### config.mk
export PLATFORM = sky130hd
export DESIGN_NAME = pcoeff_result_collector
export DESIGN_NICKNAME = d
export VERILOG_FILES = /design/src/rtl/pcoeff_result_collector.sv
export SDC_FILE = /design/constraint.sdc
export NUM_CORES = 2
export LEC_CHECK = 0
export CORE_ASPECT_RATIO = 2
export CORE_MARGIN = 3
export CORE_UTILIZATION = 56
export CTS_BUF_LIST = sky130_fd_sc_hd__clkbuf_16
export DETAILED_ROUTE_END_ITERATION = 10
export GPL_TIMING_DRIVEN = 0
export PLACE_DENSITY = 0.76
export SYNTH_ARGS = -nofsm -noshare
export SYNTH_HDL_FRONTEND = slang
export SYNTH_SLANG_ARGS = --single-unit
### constraint.sdc
create_clock -name clock -period 5.2 [get_ports clock]
set_input_delay 0.52 -clock clock [delete_from_list [all_inputs] [get_ports clock]]
set_output_delay 0.52 -clock clock [all_outputs]
set_load 0.03 [all_outputs]
### src/rtl/pcoeff_result_collector.sv
// rtl/pcoeff_result_collector.sv - result FIFO, backpressure, running totals and bot tracking
module pcoeff_result_collector #(
    parameter int DEPTH           = 64,
    parameter int SLOWDOWN_MARGIN = 16,
    parameter int OUTSTANDING_W   = 16
) (
    input  logic                     clock,
    input  logic                     rst,
    input  logic                     start,
    input  logic                     finish,
    input  logic                     botAccepted,
    input  logic                     resultValid,
    input  logic [47:0]              pcoeffSum,
    input  logic [12:0]              pcoeffCount,
    input  logic                     eccStatus,
    output logic                     slowDown,
    output logic                     outValid,
    input  logic                     outReady,
    output logic [61:0]              outData,
    output logic [63:0]              totalSum,
    output logic [31:0]              totalCount,
    output logic [31:0]              resultIndex,
    output logic [OUTSTANDING_W-1:0] outstanding,
    output logic                     done,
    output logic                     overflowErr,
    output logic                     eccErr,
    output logic                     protocolErr
);
    localparam int AW = $clog2(DEPTH);
    localparam logic [AW:0] FULL_C = (AW+1)'(DEPTH);
    localparam logic [AW:0] SLOW_C = (AW+1)'(DEPTH - SLOWDOWN_MARGIN);
    localparam logic [AW:0] CNT_ONE = (AW+1)'(1);
    localparam logic [AW-1:0] PTR_ONE = AW'(1);
    localparam logic [OUTSTANDING_W-1:0] OUT_ONE = OUTSTANDING_W'(1);

    typedef enum logic [1:0] {IDLE, RUN, DRAIN, DONE} state_t;

    state_t                   state_q;
    logic [61:0]              mem_q [DEPTH];
    logic [AW-1:0]            wr_ptr_q, rd_ptr_q;
    logic [AW:0]              count_q;
    logic                     slow_q, done_q, ovf_q, ecc_q, proto_q;
    logic [63:0]              sum_q;
    logic [31:0]              cnt_q, idx_q;
    logic [OUTSTANDING_W-1:0] outst_q;

    logic active, full, pop, res_in, bot_in, push;

    // start takes the cycle for clearing, so beats and bots arriving with it are ignored
    always_comb begin
        active = (state_q != IDLE);
        full   = (count_q == FULL_C);
        pop    = (count_q != '0) && outReady;
        res_in = resultValid && active && !start;
        bot_in = botAccepted && active && !start;
        push   = res_in && (!full || pop);
    end

    always_ff @(posedge clock) begin
        if (push) begin
            mem_q[wr_ptr_q] <= {eccStatus, pcoeffCount, pcoeffSum};
        end
    end

    always_ff @(posedge clock) begin
        if (!rst) begin
            state_q  <= IDLE;
            wr_ptr_q <= '0;
            rd_ptr_q <= '0;
            count_q  <= '0;
            slow_q   <= 1'b0;
            done_q   <= 1'b0;
            ovf_q    <= 1'b0;
            ecc_q    <= 1'b0;
            proto_q  <= 1'b0;
            sum_q    <= '0;
            cnt_q    <= '0;
            idx_q    <= '0;
            outst_q  <= '0;
        end else begin
            if (push) wr_ptr_q <= wr_ptr_q + PTR_ONE;
            if (pop)  rd_ptr_q <= rd_ptr_q + PTR_ONE;
            case ({push, pop})
                2'b10:   count_q <= count_q + CNT_ONE;
                2'b01:   count_q <= count_q - CNT_ONE;
                default: count_q <= count_q;
            endcase
            slow_q <= (count_q >= SLOW_C);

            if (start) begin
                state_q <= RUN;
                done_q  <= 1'b0;
                ovf_q   <= 1'b0;
                ecc_q   <= 1'b0;
                proto_q <= 1'b0;
                sum_q   <= '0;
                cnt_q   <= '0;
                idx_q   <= '0;
                outst_q <= '0;
            end else begin
                if (push) begin
                    sum_q <= sum_q + {16'd0, pcoeffSum};
                    cnt_q <= cnt_q + {19'd0, pcoeffCount};
                    idx_q <= idx_q + 32'd1;
                    if (eccStatus) ecc_q <= 1'b1;
                end
                if (res_in && !push) ovf_q <= 1'b1;

                if (bot_in && !res_in) begin
                    if (outst_q == '1) proto_q <= 1'b1;
                    else               outst_q <= outst_q + OUT_ONE;
                end else if (res_in && !bot_in) begin
                    if (outst_q == '0) proto_q <= 1'b1;
                    else               outst_q <= outst_q - OUT_ONE;
                end

                if (resultValid && !active)    proto_q <= 1'b1;
                if (finish && state_q != RUN)  proto_q <= 1'b1;

                case (state_q)
                    RUN: if (finish) state_q <= DRAIN;
                    DRAIN: begin
                        if (outst_q == '0 && count_q == '0) begin
                            state_q <= DONE;
                            done_q  <= 1'b1;
                        end
                    end
                    default: state_q <= state_q;
                endcase
            end
        end
    end

    assign slowDown    = slow_q;
    assign outValid    = (count_q != '0);
    assign outData     = outValid ? mem_q[rd_ptr_q] : '0;
    assign totalSum    = sum_q;
    assign totalCount  = cnt_q;
    assign resultIndex = idx_q;
    assign outstanding = outst_q;
    assign done        = done_q;
    assign overflowErr = ovf_q;
    assign eccErr      = ecc_q;
    assign protocolErr = proto_q;
endmodule

==> flow_summary.ini <==
[cells_and_area]
ff_latch_area_um2 = 123000
nets = 8252
synthToLayoutAreaGrowth_pct = 15.9
fill_cells = 17600
postLayoutCellArea_um2 = 187000
layout_common_cells = edfxtp_1 (3968), mux4_2 (1273), clkbuf_16 (355)
drive_gt1_share_pct = 30.1
final_common_cell = edfxtp_1
stdcell_count = 12200
multi_input_area_um2 = 37800

[global_route]
grt_pass1_vias = 88700
antenna_found_initial = 27
grt_pass1_wl_um = 707000
track_usage_pct = 35.6
grt-ovfl-total = 0
grt_max_degree = 67

[place]
gp_congestion = 0.917
dp.cells = 11500
hpwl_um = 361000
place_area_um2 = 174000
portBuffers = 280
place_worst_setup_slack_ps = -1940

[worst_setup_path]
endpoint_kind = primary output
critPathKind = register to primary output
critPathLaunchType = register
cp.required_ps = 4680
cp_max_fo = 10
cp.arrival_ps = 4750

[synth]
yosysSeqAreaShare_pct = 76.0
synth_ff_type = edfxtp_1
synth_compound_area_share_pct = 1.58
synthCells = 7179
synthMuxAreaShare_pct = 18.0
synthAdderAreaFrac_pct = 0.716
synth_simple_gate_area_share_pct = 2.10
synth_area_leaders = edfxtp_1 (74%), mux4_2 (18%), dfxtp_1 (2.2%)
yosys_warnings = 0
synth_area_um2 = 161000
synth_top_family_by_area = multiplexers
synth_area_leader_cell = edfxtp_1
yosys.area_share.xor_xnor_pct = 0.651
synth.avg_cell_area_um2 = 22.5
syn_nets = 7338
async_reset_ff_share_pct = 0
synth_edf_count = 3968
synth_cell_types = 66
yosysTopAreaCellShare_pct = 73.8
ys_seq_elements = 4144

[sta]
setup_violations = 19
period_share_pct = 101
tns_ps = -516
slew_viol_final = 23
setup_ws_ps = -68.4
hold_ws_ps = 46.2
skew_ps = 58.4
min_period_ps = 5270
fmax_mhz = 190
hold_viol_final = 0
rsz0062_at_grt = true
slew-limit-headroom_pct = -8.58
worst_pin_slew_ps = 1630

[min_path]
hold_path_class = input pin to register

[detailed_routing]
drtIter0Drc = 12000
first_pass_iters = 8
postRouteAntennaNets = 0
viasPerCell = 7.05
num_vias = 85700
drt_drc_violations_left = 0
wirelength_um = 519000
wl_per_cell_um = 42.7

[power_and_ir_drop]
power_density_nw_per_um2 = 439
netSwitchingFraction_pct = 27.8
power.switching_mw = 22.9
combPwrFrac_pct = 23.2
clock_power_share_pct = 32.2
p_seq_share_pct = 44.6
intPower_mw = 59.3
irDropWorstVdd_mv = 0.472
p_leak_nw = 57.7

[clocking]
clock_path_buffers = 4
cts.sinks = 4144
clk_pin_slew_ps = 80
numCtsBuffers = 337
clock_latency_ps = 940
cts_tree = built
cts-root-buf = clkbuf_16
htree_levels = 5

[die]
die_width_um = 386
die_area_um2 = 295000
fp.dieH_um = 765
ioPinCount = 281
coreArea_um2 = 287000
placementRows = 278
initial_core_util_pct = 56.3

[status]
outcome = complete, but fails checks
violations = max-capacitance violations, max-slew violations, negative setup slack

[job]
cap_viol_max_count = 2
power groups by stage:
stage	Combinational, mW	Clock, mW	Sequential [mW]
2_1_floorplan	11.1	0	37.4
3_3_place_gp	17.6	0	37.5
3_5_place_dp	18.1	0	37.4
4_1_cts	18.8	26.5	36.6
5_1_grt	19.5	27.6	36.6
6_report	19.0	26.4	36.6
final cells by class:
cell class | instances | share of cell area [%]
tap | 3780 | 2.53
timing repair buffer | 575 | 4.27
clock inverter | 256 | 1.22
clock buffer | 355 | 4.75
multi-input combinational | 2624 | 20.2
inverter | 39 | 0.0829
buffer | 372 | 1.37
antenna | 16 | 0.0214
sequential | 4144 | 65.5
per-layer routing:
| layer | GRT usage [%] | share of wire, % | vias up | routed length (µm) |
|---|---|---|---|---|
| met5 | 0 | 0.013 | - | 69 |
| met4 | 31.7 | 12 | 10 | 61000 |
| met3 | 7.84 | 10 | 2299 | 52500 |
| li1 | - | - | 32200 | - |
| met1 | 36.0 | 27 | 44300 | 141000 |
| met2 | 61.2 | 51 | 6855 | 265000 |
cell usage after synthesis, drive strengths merged (13+ instances only):
master,n
edfxtp,3968
mux4,1273
clkbuf,243
nor2,206
dfxtp,176
nand2,175
a21oi,152
buf,129
ha,86
nand3,71
o21ai,69
a211oi,64
xnor2,60
xor2,60
and2,55
nor2b,47
nand4,39
inv,38
mux2i,36
a21o,35
or3,27
nor3,25
a31oi,16
and3,14
o21bai,13
sequential cells by signal, summed over array words and instances (netlist names), 2 cells and up, named ones only:
name and cells:
mem_q 3968, totalSum 64, resultIndex 32, totalCount 32, outstanding 16, count_q 7
rd_ptr_q 6, wr_ptr_q 6, state_q 2
worst max-delay path, cell delays in order (launching register included):
cell and delay [ps]:
dfxtp_1 340, clkbuf_4 310, clkbuf_8 330, buf_4 360
buf_2 400, mux4_2 380, mux4_2 520, a211oi_1 480
a211oi_1 200, dlygate4sd2_1 450
kinds of logic (layout without fill, tap and decap cells):
kind of cell / after synthesis / in the layout
adders and majority gates: 90 / 90
AOI/OAI and AO/OA: 402 / 402
DFF: 4144 / 4144
other: 0 / 16
and+or+nand+nor: 703 / 703
xor gates and xnor gates: 120 / 120
muxes: 1309 / 1309
buffers and inverters: 411 / 1597
final timing paths:
path,from,slack [ps],to,cells after the start
worst max-delay path,register,-70,outData[9],9
worst min-delay path,pcoeffSum[29],50,mem_q[6][29],1
worst max register to register,count_q[5],190,count_q[6],16
worst min register to register,totalCount[11],480,totalCount[11],2
what timing repair did:
item                        CTS  global route
setup buffers                36             2
hold endpoints to repair     82             0
setup endpoints to repair  1549            91
resized for setup           548            95
pin swaps                    10             1
hold buffers                 13             0
per-stage QoR:
| stage | util [%] | total power, mW |
|---|---|---|
| finish | 65.2 | 82.1 |
| global route | 65.2 | 83.7 |
| CTS | 65.1 | 81.9 |
| detailed placement | 60.7 | 55.4 |
| global placement | 58.9 | 55.1 |
| floorplan | - | 48.5 |
Power figures use the tool's default switching activity.
